### src/rtl/rx_frame_pkg.sv
// Shared types and constants for the serial frame receiver.
package rx_frame_pkg;

  // Receiver FSM states
  typedef enum logic [2:0] {
    StHunt,
    StSfd,
    StHdr,
    StPay,
    StCrc
  } rx_state_e;

  // Start-of-frame delimiter that follows the alternating preamble
  localparam logic [7:0] SfdByte = 8'hAB;

  // CRC-8 polynomial x^8+x^2+x+1
  localparam logic [7:0] CrcPoly = 8'h07;

  // All-ones broadcast address for an id_w-bit ID field
  function automatic logic [31:0] broadcast_id(input int unsigned id_w);
    if (id_w >= 32) begin
      return '1;
    end
    return (32'd1 << id_w) - 32'd1;
  endfunction

endpackage

### src/rtl/crc8_serial.sv
// Bit-serial CRC-8 (MSB first, init 0, no reflection, no final XOR).
module crc8_serial
  import rx_frame_pkg::*;
(
  input  logic       clk,
  input  logic       rst_n,
  input  logic       clear,
  input  logic       enable,
  input  logic       data_in,
  output logic [7:0] crc_out
);

  logic [7:0] crc_q, crc_d;
  logic       feedback;

  // Next CRC value: clear has priority over a shift
  always_comb begin
    feedback = crc_q[7] ^ data_in;
    crc_d    = crc_q;
    if (clear) begin
      crc_d = '0;
    end else if (enable) begin
      crc_d = {crc_q[6:0], 1'b0} ^ (feedback ? CrcPoly : 8'h00);
    end
  end

  // CRC register with synchronous reset
  always_ff @(posedge clk) begin
    if (!rst_n) begin
      crc_q <= '0;
    end else begin
      crc_q <= crc_d;
    end
  end

  assign crc_out = crc_q;

endmodule

### src/rtl/rx_frame_receiver_p.sv
// Parametrised serial frame receiver: preamble/SFD hunt, header and payload
// deserialisation, CRC-8 check, address filter and a single output buffer.
module rx_frame_receiver_p
  import rx_frame_pkg::*;
#(
  parameter int unsigned ID_W     = 2,
  parameter int unsigned LEN_W    = 4,
  parameter int unsigned PRE_BITS = 16,
  parameter int unsigned CRC_HDR  = 0
) (
  input  logic                        clk,
  input  logic                        rst_n,
  input  logic                        rx_line,
  input  logic                        rx_valid,
  input  logic [ID_W-1:0]             my_id,
  input  logic                        promisc,
  output logic                        out_valid,
  input  logic                        out_ready,
  output logic [ID_W-1:0]             dest_id,
  output logic [ID_W-1:0]             src_id,
  output logic [LEN_W:0]              pay_len,
  output logic [8*(2**LEN_W)-1:0]     payload,
  output logic                        crc_err,
  output logic                        addr_drop,
  output logic                        overrun
);

  localparam int unsigned MaxBytes = 2 ** LEN_W;
  localparam int unsigned PayW     = 8 * MaxBytes;
  localparam int unsigned HW       = 2 * ID_W + LEN_W;
  localparam int unsigned CntW     = LEN_W + 4;
  localparam logic [PRE_BITS-1:0] PrePattern = {(PRE_BITS / 2){2'b10}};
  localparam logic [ID_W-1:0]     BcastId    = ID_W'(broadcast_id(ID_W));

  rx_state_e state_q, state_d;

  // The oldest preamble bit is only needed for the compare, so it is not stored
  logic [PRE_BITS-2:0] pre_q, pre_d;
  logic [PRE_BITS-1:0] pre_shift;
  logic                prev_q, prev_d;
  logic [CntW-1:0]     cnt_q, cnt_d;
  logic [HW-1:0]       hdr_q, hdr_d;
  logic [PayW-1:0]     pay_q, pay_d;
  logic [6:0]          crc_rx_q, crc_rx_d;
  logic [7:0]          rx_byte;
  logic [7:0]          crc_calc;

  logic [ID_W-1:0]  sh_dest, sh_src;
  logic [LEN_W-1:0] sh_len;
  logic hdr_last, pay_last, crc_last;
  logic crc_clr, crc_en, frame_done;
  logic crc_ok, addr_ok, busy, load;

  logic              out_valid_q;
  logic [ID_W-1:0]   dest_q, src_q;
  logic [LEN_W:0]    pay_len_q;
  logic [PayW-1:0]   payload_q;
  logic              crc_err_q, addr_drop_q, overrun_q;

  // Field decode and end-of-phase conditions
  always_comb begin
    pre_shift = {pre_q, rx_line};
    rx_byte   = {crc_rx_q, rx_line};
    sh_dest   = hdr_q[HW-1 -: ID_W];
    sh_src    = hdr_q[LEN_W +: ID_W];
    sh_len    = hdr_q[LEN_W-1:0];
    hdr_last  = (cnt_q == CntW'(HW - 1));
    // (len+1)*8-1 == len*8+7
    pay_last  = (cnt_q == {1'b0, sh_len, 3'b111});
    crc_last  = (cnt_q[2:0] == 3'd7);
  end

  // State register
  always_ff @(posedge clk) begin
    if (!rst_n) begin
      state_q <= StHunt;
    end else begin
      state_q <= state_d;
    end
  end

  // Next-state logic; nothing moves without a bit strobe
  always_comb begin
    state_d = state_q;
    if (rx_valid) begin
      unique case (state_q)
        StHunt: if (pre_shift == PrePattern) state_d = StSfd;
        StSfd: begin
          if ({prev_q, rx_line} == SfdByte[1:0]) begin
            state_d = StHdr;
          end else if (!prev_q && !rx_line) begin
            state_d = StHunt;
          end
        end
        StHdr:   if (hdr_last) state_d = StPay;
        StPay:   if (pay_last) state_d = StCrc;
        StCrc:   if (crc_last) state_d = StHunt;
        default: state_d = StHunt;
      endcase
    end
  end

  // FSM outputs: CRC engine control and frame completion strobe
  always_comb begin
    crc_clr    = rx_valid && (state_q == StHunt || state_q == StSfd);
    crc_en     = rx_valid && (state_q == StPay || (state_q == StHdr && CRC_HDR != 0));
    frame_done = rx_valid && (state_q == StCrc) && crc_last;
  end

  // Datapath next-state: preamble, bit counter and shadow shift registers
  always_comb begin
    pre_d    = pre_q;
    prev_d   = prev_q;
    cnt_d    = cnt_q;
    hdr_d    = hdr_q;
    pay_d    = pay_q;
    crc_rx_d = crc_rx_q;
    if (rx_valid) begin
      unique case (state_q)
        StHunt: begin
          pre_d  = pre_shift[PRE_BITS-2:0];
          prev_d = rx_line;
        end
        StSfd: begin
          prev_d = rx_line;
          cnt_d  = '0;
          // Leaving SFD either way: next hunt starts from a clean register
          if (prev_q == rx_line) pre_d = '0;
        end
        StHdr: begin
          hdr_d = {hdr_q[HW-2:0], rx_line};
          cnt_d = hdr_last ? '0 : cnt_q + 1'b1;
          if (hdr_last) pay_d = '0;
        end
        StPay: begin
          pay_d = {pay_q[PayW-2:0], rx_line};
          cnt_d = pay_last ? '0 : cnt_q + 1'b1;
        end
        StCrc: begin
          crc_rx_d = rx_byte[6:0];
          cnt_d    = crc_last ? '0 : cnt_q + 1'b1;
        end
        default: ;
      endcase
    end
  end

  // Datapath registers
  always_ff @(posedge clk) begin
    if (!rst_n) begin
      pre_q    <= '0;
      prev_q   <= 1'b0;
      cnt_q    <= '0;
      hdr_q    <= '0;
      pay_q    <= '0;
      crc_rx_q <= '0;
    end else begin
      pre_q    <= pre_d;
      prev_q   <= prev_d;
      cnt_q    <= cnt_d;
      hdr_q    <= hdr_d;
      pay_q    <= pay_d;
      crc_rx_q <= crc_rx_d;
    end
  end

  crc8_serial u_crc (
    .clk     (clk),
    .rst_n   (rst_n),
    .clear   (crc_clr),
    .enable  (crc_en),
    .data_in (rx_line),
    .crc_out (crc_calc)
  );

  // Completion outcome, highest priority first: CRC, address, buffer busy
  always_comb begin
    crc_ok  = (rx_byte == crc_calc);
    addr_ok = promisc || (sh_dest == my_id) || (sh_dest == BcastId);
    busy    = out_valid_q && !out_ready;
    load    = frame_done && crc_ok && addr_ok && !busy;
  end

  // Output buffer and one-cycle status pulses
  always_ff @(posedge clk) begin
    if (!rst_n) begin
      out_valid_q <= 1'b0;
      dest_q      <= '0;
      src_q       <= '0;
      pay_len_q   <= '0;
      payload_q   <= '0;
      crc_err_q   <= 1'b0;
      addr_drop_q <= 1'b0;
      overrun_q   <= 1'b0;
    end else begin
      out_valid_q <= load || (out_valid_q && !out_ready);
      if (load) begin
        dest_q    <= sh_dest;
        src_q     <= sh_src;
        pay_len_q <= {1'b0, sh_len} + 1'b1;
        payload_q <= pay_q;
      end
      crc_err_q   <= frame_done && !crc_ok;
      addr_drop_q <= frame_done && crc_ok && !addr_ok;
      overrun_q   <= frame_done && crc_ok && addr_ok && busy;
    end
  end

  assign out_valid = out_valid_q;
  assign dest_id   = dest_q;
  assign src_id    = src_q;
  assign pay_len   = pay_len_q;
  assign payload   = payload_q;
  assign crc_err   = crc_err_q;
  assign addr_drop = addr_drop_q;
  assign overrun   = overrun_q;

endmodule

### config.mk
export PLATFORM = sky130hd
export DESIGN_NAME = rx_frame_receiver_p
export DESIGN_NICKNAME = d
export VERILOG_FILES = /design/src/rtl/rx_frame_pkg.sv /design/src/rtl/crc8_serial.sv /design/src/rtl/rx_frame_receiver_p.sv
export SDC_FILE = /design/constraint.sdc
export NUM_CORES = 1
export LEC_CHECK = 0
export CAP_MARGIN = 15
export CORE_ASPECT_RATIO = 0.5
export CORE_MARGIN = 1.5
export CORE_UTILIZATION = 57
export CTS_BUF_LIST = sky130_fd_sc_hd__clkbuf_4 sky130_fd_sc_hd__clkbuf_8
export DETAILED_ROUTE_END_ITERATION = 12
export PLACE_DENSITY = 0.86
export SLEW_MARGIN = 0
export SYNTH_ARGS = -nofsm -noshare
export SYNTH_HDL_FRONTEND = slang
export SYNTH_SLANG_ARGS = --single-unit
### constraint.sdc
create_clock -name clk -period 2.7 [get_ports clk]
set_input_delay 0.405 -clock clk [delete_from_list [all_inputs] [get_ports clk]]
set_output_delay 0.405 -clock clk [all_outputs]
set_load 0.005 [all_outputs]
**After elaboration in Yosys (flattened, before gate mapping)**

Index checks and enable logic that the tools add are counted.

- Register bits after elaboration: 319
- Input port bits: 8
- Output and inout bits: 141
- Word-level logic and storage cells: 91

- Add/sub/neg operators: 2
- Equality and inequality tests: 19
- Multiplexer cells: 16
- Bitwise operators: 3
- Reduce and logical (&&, ||, !) cells: 35

Operators with widths:

| cell | number |
|---|---|
| $pmux 128 s2 | 1 |
| $mux 128 | 1 |
| $pmux 8 s4 | 1 |
| $pmux 15 s2 | 1 |
| $mux 8 | 3 |
| $mux 3 | 7 |
| $eq 16x16->1 const B | 1 |
| $mux 15 | 1 |
| $pmux 3 s5 | 1 |
| $logic_and 1x1->1 | 12 |
| $add 8x1->8 const B | 1 |
| $eq 8x3->1 const B | 1 |
| $eq 8x7->1 | 1 |
| $eq 8x8->1 | 1 |
| $ne 2x2->1 const B | 4 |
| $reduce_and 2->1 | 4 |
| $xor 8x8->8 | 1 |
| $eq 3x2->1 const B | 2 |
| $eq 3x3->1 const B | 2 |
| $logic_not 1->1 | 6 |
| $reduce_and 3->1 | 2 |
| $reduce_and 6->1 | 1 |
| $add 4x1->5 const B | 1 |
| $eq 2x2->1 const B | 2 |
| 12 further kinds | 17 |

**Depth between registers and ports, before layout**

Gate-level depths: netlist of run 1.

- Depth after elaboration: 7
- Gate-level depth with buffers: 8
- Depth with buffers taken out: 6

**Hierarchy**

From an unflattened synthesis of run 1, not the netlist that was laid out.

- Cells, all modules: 1364
- Area, all modules: 12587.1 um^2

By module, submodules not included:

| module | instances | cells an instance | area an instance (um^2) | sequential area each (um^2) |
|---|---|---|---|---|
| rx_frame_receiver_p | 1 | 1331 | 12244.2 | 6226.0 |
| crc8_serial | 1 | 33 | 342.8 | 160.2 |

**Worst setup path before layout of run 1**

No wires, ideal clock.

- Path kind: input-to-reg
- From: input rx_line
- To: register payload_q[100] (netlist: payload[100])
- Library setup time: 0.072 ns
- Data arrival time: 1.919 ns
- Required time: 2.628 ns
- Slack: 0.710 ns
- Cell stages on the path: 8
- Path buffers: 3
- Path through: clkbuf_1 > xor2_1 > nor4_2 > nand2_1 > nor4_2 > buf_4 > buf_6 > mux2i_1

- Cells in the longest elaborated chain, start to end: 4

RTL lines:

| element | line | text |
|---|---|---|
| start, declared | rx_frame_receiver_p.sv:13 | `input logic rx_line,` |
| $eq 8x8->1 | rx_frame_receiver_p.sv:178 | `crc_ok = (rx_byte == crc_calc);` |
| $logic_and 1x1->1 (3 in series) | rx_frame_receiver_p.sv:181 | `load = frame_done && crc_ok && addr_ok && !busy;` |
| end signal, assigned | rx_frame_receiver_p.sv:201 | `payload_q <= pay_q;` |
| end, declared | rx_frame_receiver_p.sv:57 | `logic [PayW-1:0] payload_q;` |

No other way between the ends.
A chain may end at the register's enable or synchronous reset.

**Worst setup path after layout of run 1**

- From: register cnt_q[0]
- To: register state_q[1]

- Cells in the longest elaborated chain, start to end: 3
- Elaborated cells between the ends (all ways): 7
- Those cells by class: eq/ne: 6; reduce/logical: 1

RTL lines:

| element | line | text |
|---|---|---|
| start, declared | rx_frame_receiver_p.sv:41 | `logic [CntW-1:0] cnt_q, cnt_d;` |
| start signal, assigned | rx_frame_receiver_p.sv:160 | `cnt_q <= cnt_d;` |
| $eq 8x7->1, or another cell as far along | rx_frame_receiver_p.sv:69 | `pay_last = (cnt_q == {1'b0, sh_len, 3'b111});` |
| $ne 2x2->1 (no line) | -- |  |
| $reduce_and 6->1 (no line) (*) | -- |  |
| end signal, assigned | rx_frame_receiver_p.sv:76 | `state_q <= StHunt;` |
| end signal, assigned | rx_frame_receiver_p.sv:78 | `state_q <= state_d;` |
| end, declared | rx_frame_receiver_p.sv:35 | `rx_state_e state_q, state_d;` |

Every way passes the cells marked *; elsewhere a longest branch is shown, timed or not.

==> qor.yml, run 1 <==
status: "finished, final reports clean"
ys_ff_latch: 319
drive_above_1_share: 0.0683
antenna_found_initial: 0
p_switching_mw: 1.86
io_buffers: 148
finalWirelength_mm: 25.8
hold_start: "rst_n"
ant_nets: 0
fin_skew_ns: 0.0197
clk_pin_slew_ns: 0.06
placementRows: 37
power_leakage_nw: 4.80
drcViolationCount: 0
synthCells: 1321
use_met3: 0.0443
track_usage: 0.229
ys_seq_area_frac: 0.528
vias: 9552
ctsResizeCount: 0
synth_async_sr_flop_share: 0
post_cts_buffers: 0
rsz0062_at_grt: "false"
critical_path_class: "register to register"
p_int_mw: 6.64
grt_overflow: 0
cts_max_level: 2
die_w_um: 209
tritoncts: "yes"
hold_buffers: 0
worstPathRequired_ns: 3.14
holdPathStages: 2
synth_cell_types: 48
dp_hpwl_mm: 16.2
reg2regPathDepth: 6
rr_startpoint: "cnt_q[0]"
tns_ns: 0
worst_ir_drop_vdd_uv: 375
min_to: "out_valid"
synth_ff_type: "dfxtp_1"
drtIter0Drc: 599
pwr-share-comb: 0.027
met1_usage: 0.295
grt_pass1_vias: 9110
clkLatencyLatePin_ns: 0.54
die_area_um2: 22200
critPathCaptureType: "register"
whs_ns: 0.382
crit_path_max_fanout: 13
drtPass1Iterations: 5
cts_buffer_depth: 3
grt-busiest-layer: "met2"
cp-start-kind: "register"
cts_buffers: 42
drv_cap: 0
initial_core_util: 0.585
setup_viol_count_final: 0
period_share: 0.878
fin_crit_ns: 2.37
fin_nets: 1439
ios: 149
final_common_cell: "dfxtp_1"
drt-vias-per-instance: 5.55
grt_use_met2: 0.399
tightest_slew_ns: 0.994
syn_area_per_cell_um2: 9.16
final_cell_mix: "319 x dfxtp_1, 318 x nand2_1, 157 x nor2_1"
seq_power_share: 0.556
p_per_area_nw_per_um2: 584
place_congestion: 0.809
clock_sink_count: 319
switching_share: 0.219
synthesis.nets: 1333
timing.fmax_mhz: 422
hold_viol: 0
grt_pass1_wl_mm: 43.0
synthesis.area_um2: 12100
areaGrowthSynthToFinish_pct: 20.2
arrival_ns: 2.81
final_max_slew_viol_count: 0
coreArea_um2: 20700
die_h_um: 106
ff2ff_setup_slack_ns: 0.33
grt_max_degree: 145
p_total_mw: 8.50
clock-root-buffer: "clkbuf_8"
synth_edf_count: 0
max_slew_margin: 0.334
reg2reg_to: "state_q[1]"
antenna_cells: 0
wire_per_inst_um: 15.0
p_clk_frac: 0.417
hp-class: "input port to register"
yosysWarnings: 0
## synthesized netlist by cell type, drive strengths merged, types with 3 or more instances
cell / n / area share
o22ai: 4 / 0.0021
mux2i: 144 / 0.12
a21oi: 29 / 0.012
nor2: 158 / 0.049
nor4: 4 / 0.0031
nand3: 6 / 0.0025
nand2: 318 / 0.099
xor2: 12 / 0.0087
or4: 4 / 0.0028
nor3: 8 / 0.0033
ha: 4 / 0.0041
o31ai: 4 / 0.0029
and2: 8 / 0.0043
a22oi: 143 / 0.089
o21ai: 8 / 0.0033
and3: 3 / 0.0016
nor2b: 4 / 0.0021
nand4: 4 / 0.0021
clkbuf: 85 / 0.026
xnor2: 6 / 0.0043
dfxtp: 319 / 0.53
buf: 22 / 0.016
nor4bb: 4 / 0.0033
## worst max-delay path by stage
| stage | startpoint | to | slack (ns) | cells after the start |
|---|---|---|---|---|
| after CTS | cnt_q[0] | state_q[1] | 0.34 | 6 |
| after detailed placement | rx_line | payload[46] | 0.12 | 8 |
| final | cnt_q[0] | state_q[1] | 0.33 | 6 |
| after global placement | rx_line | payload[57] | 0.18 | 8 |
| after floorplan | rx_line | payload[100] | 0.71 | 8 |
| after global routing | cnt_q[0] | state_q[1] | 0.10 | 6 |
## per-layer routing
layer	part of all wire	vias to the layer above
li1	-	4687
met1	0.45	4599
met2	0.49	225
met3	0.046	41
met4	0.017	0
met5	0	-
## cells by family (layout without fill, tap and decap cells)
logic type,after synthesis,after routing,synth area share
simple gates,528,528,0.177
buf+inv,109,237,0.0428
mux,144,144,0.119
xor+xnor,18,18,0.0130
fa+ha+maj,4,4,0.00413
compound gates,199,199,0.116
flops,319,319,0.528
## registers in the layout, summed over array words and instances (netlist names)
register	flops
out_valid	1
cnt_q	8
pay_q	128
prev_q	1
hdr_q	8
crc_rx_q	7
payload	128
state_q	3
u_crc.crc_out	8
overrun	1
crc_err	1
src_id	2
dest_id	2
addr_drop	1
pre_q	15
pay_len	5
## critical path, stage by stage (launching register included)
cell and delay (ns):
dfxtp_1 0.41, ha_1 0.22, nand3b_1 0.17, nor4_1 0.30
a31oi_1 0.37, or4_1 0.62, a31oi_1 0.19
## final cells by class
type / count / area [um2]
fillers: 1537 / 6140
inverters: 2 / 10.0
well taps: 273 / 342
multi-input cells: 893 / 5220
repair buffers: 169 / 1780
flip-flops and latches: 319 / 6390
clock buffers: 64 / 800
clock inverters: 2 / 13.8
## power by group through the flow
stage | logic, mW | clock network, mW | registers (mW)
2_1_floorplan | 0.179 | 0 | 4.83
3_3_place_gp | 0.221 | 0 | 4.83
3_5_place_dp | 0.228 | 0 | 4.84
4_1_cts | 0.230 | 3.62 | 4.73
5_1_grt | 0.256 | 3.82 | 4.73
6_report | 0.230 | 3.54 | 4.73
## stage by stage
stage | setup slack [ns] | std cells | utilization | cell area (um2)
2_1_floorplan | 0.710 | 1321 | - | 12100
3_3_place_gp | 0.177 | 1656 | 0.664 | 13700
3_5_place_dp | 0.125 | 1656 | 0.664 | 13700
4_1_cts | 0.341 | 1722 | 0.703 | 14500
5_1_grt | 0.102 | 1722 | 0.703 | 14500
6_report | 0.329 | 1722 | 0.703 | 14500
No activity file was read; power rests on OpenSTA's default activity.
==> run 2: changes to the inputs <==
Settings changed: CORE_ASPECT_RATIO 0.5 to 1.25, CORE_MARGIN 1.5 to 2, SKIP_CTS_REPAIR_TIMING from default to 1.
==> run 2 against run 1 <==
  * Clock power up 14%
  * Highest routed layer unchanged
  * Sequential share of layout area down 0.73 points
  * Maximum frequency up 6.4%
  * Global-route usage up 0.20 points
  * Register-to-register slack better by 0.14 ns
==> qor.yml, run 2 (synthesis results as in run 1) <==
p_clk_frac: 0.448  # +0.031
cp_slowest_stage_delay_ns: 0.44  # -0.18 ns
drt-vias-per-instance: 5.53  # -0.39%
drtPass1Iterations: 6  # +1
critical_path_class: "register to register"
final_max_slew_viol_count: 0  # unchanged
clk_pin_slew_ns: 0.06  # about the same
grt_pass1_vias: 9160  # +0.55%
io_buffers: 148  # unchanged
vias: 9647  # +0.99%
areaGrowthSynthToFinish_pct: 22.2
wire_per_inst_um: 14.9  # -0.75%
p_per_area_nw_per_um2: 609  # +4.2%
grt_pass1_wl_mm: 43.9  # +2.1%
track_usage: 0.231  # +0.00203
power_leakage_nw: 4.93  # +2.8%
seq_power_share: 0.524  # -0.032
p_switching_mw: 1.93  # +3.4%
antenna_cells: 0  # unchanged
nFillCells: 1561  # +1.6%
place_area_um2: 13800  # +0.45%
switching_share: 0.214  # -0.00539
path_common_cell: "buf_12"
drtIter0Drc: 786  # +31%
crit_buf_inv: 2  # +2
clock_sink_count: 319  # unchanged
cp-start-kind: "register"
ff2ff_setup_slack_ns: 0.47  # +0.14 ns
reg2regPathDepth: 7  # +1
coreArea_um2: 20800  # +0.60%
worstPathRequired_ns: 3.15  # about the same
final_cell_mix: "319 x dfxtp_1, 318 x nand2_1, 157 x nor2_1"
period_share: 0.825  # -0.0527
path_depth: 7  # +1
cts_buffers: 46  # +9.5%
final_cell_area_um2: 14800  # +1.7%
fin_skew_ns: 0.0202  # +0.000514 ns
die_area_um2: 22400  # +1.1%
final_common_cell: "dfxtp_1"
clock-root-buffer: "clkbuf_8"
fin_cells: 1746  # +1.4%
drive_above_1_share: 0.0829  # +0.0146
setup_slack_ns: 0.471  # +0.142 ns
cts_buffer_depth: 3  # unchanged
dp.cells: 1665  # +0.54%
die_w_um: 134  # -36%
rsz0062_at_grt: "false"
finalWirelength_mm: 26.0  # +0.63%
max_slew_margin: 0.536  # +0.201
rr_startpoint: "u_crc.crc_out[2]"
timing.fmax_mhz: 449  # +6.4%
tritoncts: "yes"
post-route-util: 0.711  # +0.00760
dp_hpwl_mm: 16.2  # +0.33%
p_int_mw: 7.08  # +6.7%
dpl_worst_slack_ns: 0.147  # +0.0223 ns
cts_max_level: 2  # unchanged
tns_ns: 0  # unchanged
whs_ns: 0.315  # -0.0668 ns
met3_length_mm: 1.16  # -2.1%
setup_viol_count_final: 0  # unchanged
endpoint: "payload[18]"
topRoutingLayerUsed: "met4"
holdPathStages: 2  # unchanged
initial_core_util: 0.582  # -0.00348
drv_cap: 0  # unchanged
place_congestion: 0.773  # -4.5%
path_cells: "xor2_1 > nor4_1 > nand2_1 > nor4_4 > buf_12 > buf_12 > mux2i_1"
drcViolationCount: 0  # unchanged
clkLatencyLatePin_ns: 0.55  # about the same
critPathSlowestCell: "nor4_1"
m1WireLength_mm: 11.2  # -3.5%
fin_crit_ns: 2.23  # -0.142 ns
hp-class: "input port to register"
reg2reg_to: "payload[18]"
critPathCaptureType: "register"
tightest_slew_ns: 0.697  # -0.297 ns
grt_overflow: 0  # unchanged
hold_viol: 0  # unchanged
worst_ir_drop_vdd_uv: 417  # +11%
path_delay_family: "simple AND/OR/NAND/NOR gates"
route.met2.wl_mm: 13.0  # +3.2%
status: "finished, final reports clean"
ant_nets: 0  # unchanged
p_total_mw: 9.01  # +6.0%
arrival_ns: 2.68  # -0.13 ns
antenna_found_initial: 0  # unchanged
die_h_um: 167  # +57%
placementRows: 59  # +59%
grt_max_degree: 173  # +19%
crit_start: "u_crc.crc_out[2]"
ios: 149  # unchanged
pwr-share-comb: 0.027  # about the same
crit_path_max_fanout: 24  # +11
fin_nets: 1451  # +0.83%
-- run 2: layout make-up --
type	instances	area, um2	area share
multi-input combinational	893	5220	0.353
clock inverter	3	42.5	0.00288
tap	274	343	0.0232
clock buffer	78	955	0.0645
sequential	319	6390	0.432
inverter	2	10.0	0.000677
timing repair buffer	177	1840	0.124
-- run 2: layer usage --
metal | vias up | track usage
met2 | 245 | 0.398
li1 | 4732 | -
met3 | 51 | 0.0411
met1 | 4619 | 0.294
met5 | - | 0
met4 | 0 | 0.0746
-- run 2: worst min path at each step --
stage / from / end / slack (ns)
4_1_cts: rst_n / out_valid / 0.29
3_5_place_dp: payload[38] / payload[38] / 0.45
5_1_grt: rst_n / out_valid / 0.31
3_3_place_gp: payload[49] / payload[49] / 0.44
2_1_floorplan: pay_q[127] / payload[127] / 0.44
6_report: rst_n / out_valid / 0.31
-- run 2: worst register-to-register path, cell delays in order, from the launching register on --
cell     delay (ns)
dfxtp_1        0.33
xor2_1         0.16
nor4_1         0.44
nand2_1        0.20
nor4_4         0.23
buf_12         0.28
buf_12         0.24
mux2i_1        0.25
-- run 2: power groups by stage --
stage / Combinational [mW] / Sequential, mW / Clock (mW)
finish: 0.246 / 4.73 / 4.04
global route: 0.273 / 4.72 / 4.33
CTS: 0.246 / 4.73 / 4.11
detailed placement: 0.245 / 4.83 / 0
global placement: 0.242 / 4.83 / 0
floorplan: 0.179 / 4.83 / 0
==> run 3: changes to the inputs <==
Settings changed: CORE_UTILIZATION 57 to 52, PLACE_DENSITY 0.86 to 0.83.
Clock period 2.7 ns to 1.8 ns, I/O delays scaled along.
==> run 3 against run 2 <==
  * Sequential share of layout area down 4.2 points
  * Hold slack worse by 0.16 ns
  * Highest routed layer unchanged
  * Critical path type unchanged
  * Combinational power up 98%
  * The flow now finishes with violations (negative setup slack)
  * First-iteration DRC count down 28%
  * Non-clock buffer count up 92
==> qor.yml, run 3 (synthesis results as in run 1) <==
pwr-share-comb: 0.035  # +0.008
crit_path_max_fanout: 5  # -79%
wire_per_inst_um: 16.9  # +13%
antenna_cells: 0  # unchanged
rsz0062_at_grt: "true"
clk_pin_slew_ns: 0.07  # about the same
seq_power_share: 0.503  # -0.021
drv_cap: 0  # unchanged
final_max_slew_viol_count: 0  # unchanged
initial_core_util: 0.527  # -0.0543
track_usage: 0.216  # -0.0153
cp-start-kind: "register"
hold_start: "rst_n"
grt_max_degree: 103  # -40%
antenna_found_initial: 0  # unchanged
topRoutingLayerUsed: "met4"
fin_crit_ns: 1.99  # -0.239 ns
tritoncts: "yes"
fin_nets: 1544  # +6.4%
drive_above_1_share: 0.203  # +0.120
coreArea_um2: 23000  # +10%
status: "finished with violations"
whs_ns: 0.151  # -0.164 ns
m1WireLength_mm: 13.0  # +15%
final_cell_mix: "318 x nand2_1, 315 x dfxtp_1, 156 x nor2_1"
drtPass1Iterations: 7  # +1
tightest_slew_ns: 0.480  # -0.216 ns
arrival_ns: 2.47  # -0.21 ns
clock-root-buffer: "clkbuf_8"
clock_sink_count: 319  # unchanged
critical_path_class: "register to register"
worstPathRequired_ns: 2.28  # -0.87 ns
p_switching_mw: 3.11  # +61%
fin_skew_ns: 0.0248  # +0.00459 ns
areaGrowthSynthToFinish_pct: 35.4
setup_slack_ns: -0.190  # -0.661 ns
placementRows: 62  # +5.1%
post-route-util: 0.714  # +0.00310
power_leakage_nw: 5.61  # +14%
clkLatencyLatePin_ns: 0.58  # +0.03 ns
dp_hpwl_mm: 17.7  # +8.7%
met3_length_mm: 1.40  # +21%
cts_max_level: 2  # unchanged
p_clk_frac: 0.462  # +0.014
rr_startpoint: "cnt_q[3]"
hp-class: "input port to register"
dpl_worst_slack_ns: -0.585  # -0.732 ns
drcViolationCount: 0  # unchanged
max_slew_margin: 0.680  # +0.144
timing.fmax_mhz: 503  # +12%
p_per_area_nw_per_um2: 859  # +41%
p_int_mw: 11.0  # +55%
drt-vias-per-instance: 5.51  # -0.28%
final_common_cell: "nand2_1"
route.met2.wl_mm: 16.0  # +23%
place_congestion: 0.805  # +4.2%
period_share: 1.11  # +0.280
finalWirelength_mm: 31.3  # +20%
crit_start: "cnt_q[3]"
die_area_um2: 24500  # +9.4%
io_buffers: 148  # unchanged
violations: "negative setup slack"
ant_nets: 0  # unchanged
ios: 149  # unchanged
tns_ns: -28.59  # -28.59 ns
die_w_um: 140  # +4.6%
grt_pass1_vias: 9607  # +4.9%
grt_pass1_wl_mm: 45.1  # +2.8%
critPathCaptureType: "register"
worst_ir_drop_vdd_uv: 785  # +88%
drtIter0Drc: 567  # -28%
cts_buffer_depth: 3  # unchanged
hold_viol: 0  # unchanged
die_h_um: 175  # +4.6%
setup_viol_count_final: 269  # +269
grt_overflow: 0  # unchanged
cts_buffers: 47  # +2.2%
vias: 10200  # +5.9%
switching_share: 0.221  # +0.00732
-- run 3: cell count changes in the layout (fill, tap and decap cells not counted), sizes merged --
cell	change
clkinv	+6
buf	+84
inv	+1
bufinv	+3
-- run 3: power groups by stage --
stage	combinational [mW]	clock, mW	sequential [mW]
floorplan	0.268	0	7.24
global placement	0.430	0	7.24
detailed placement	0.437	0	7.24
CTS	0.439	6.57	7.08
global route	0.527	6.88	7.08
finish	0.486	6.51	7.08
-- run 3: worst max-delay path: stages (launching register included) --
cell     delay (ns)
dfxtp_2        0.32
or4_4          0.56
o31ai_4        0.27
a31oi_4        0.08
or4_4          0.52
a21oi_2        0.15
-- run 3: layer usage --
layer | track usage | up-vias
met1 | 0.266 | 4939
met2 | 0.383 | 289
met3 | 0.0332 | 70
met5 | 0 | -
met4 | 0.0804 | 0
li1 | - | 4917
-- run 3: layout make-up --
type	count	area, um2
fill	1553	6570
sequential	319	6390
multi-input combinational	893	5720
timing repair buffer	269	2840
clock buffer	70	882
tap	288	360
clock inverter	13	183
inverter	2	10.0
-- run 3: path summary, 6_finish.rpt --
| path | end | slack, ns | cells past startpoint |
|---|---|---|---|
| worst max register to register | state_q[0] | -0.19 | 5 |
| worst max-delay path | state_q[0] | -0.19 | 5 |
| worst min register to register | payload[2] | 0.46 | 2 |
| worst min-delay path | payload[126] | 0.15 | 3 |
-- run 3: through the flow --
stage                     cell area (um2)  cells  power [mW]
after floorplan                     12100   1321        7.51
after global placement              14400   1746        7.67
after detailed placement            14400   1746        7.67
after CTS                           15400   1829        14.1
after global routing                16400   1854        14.5
final                               16400   1854        14.1
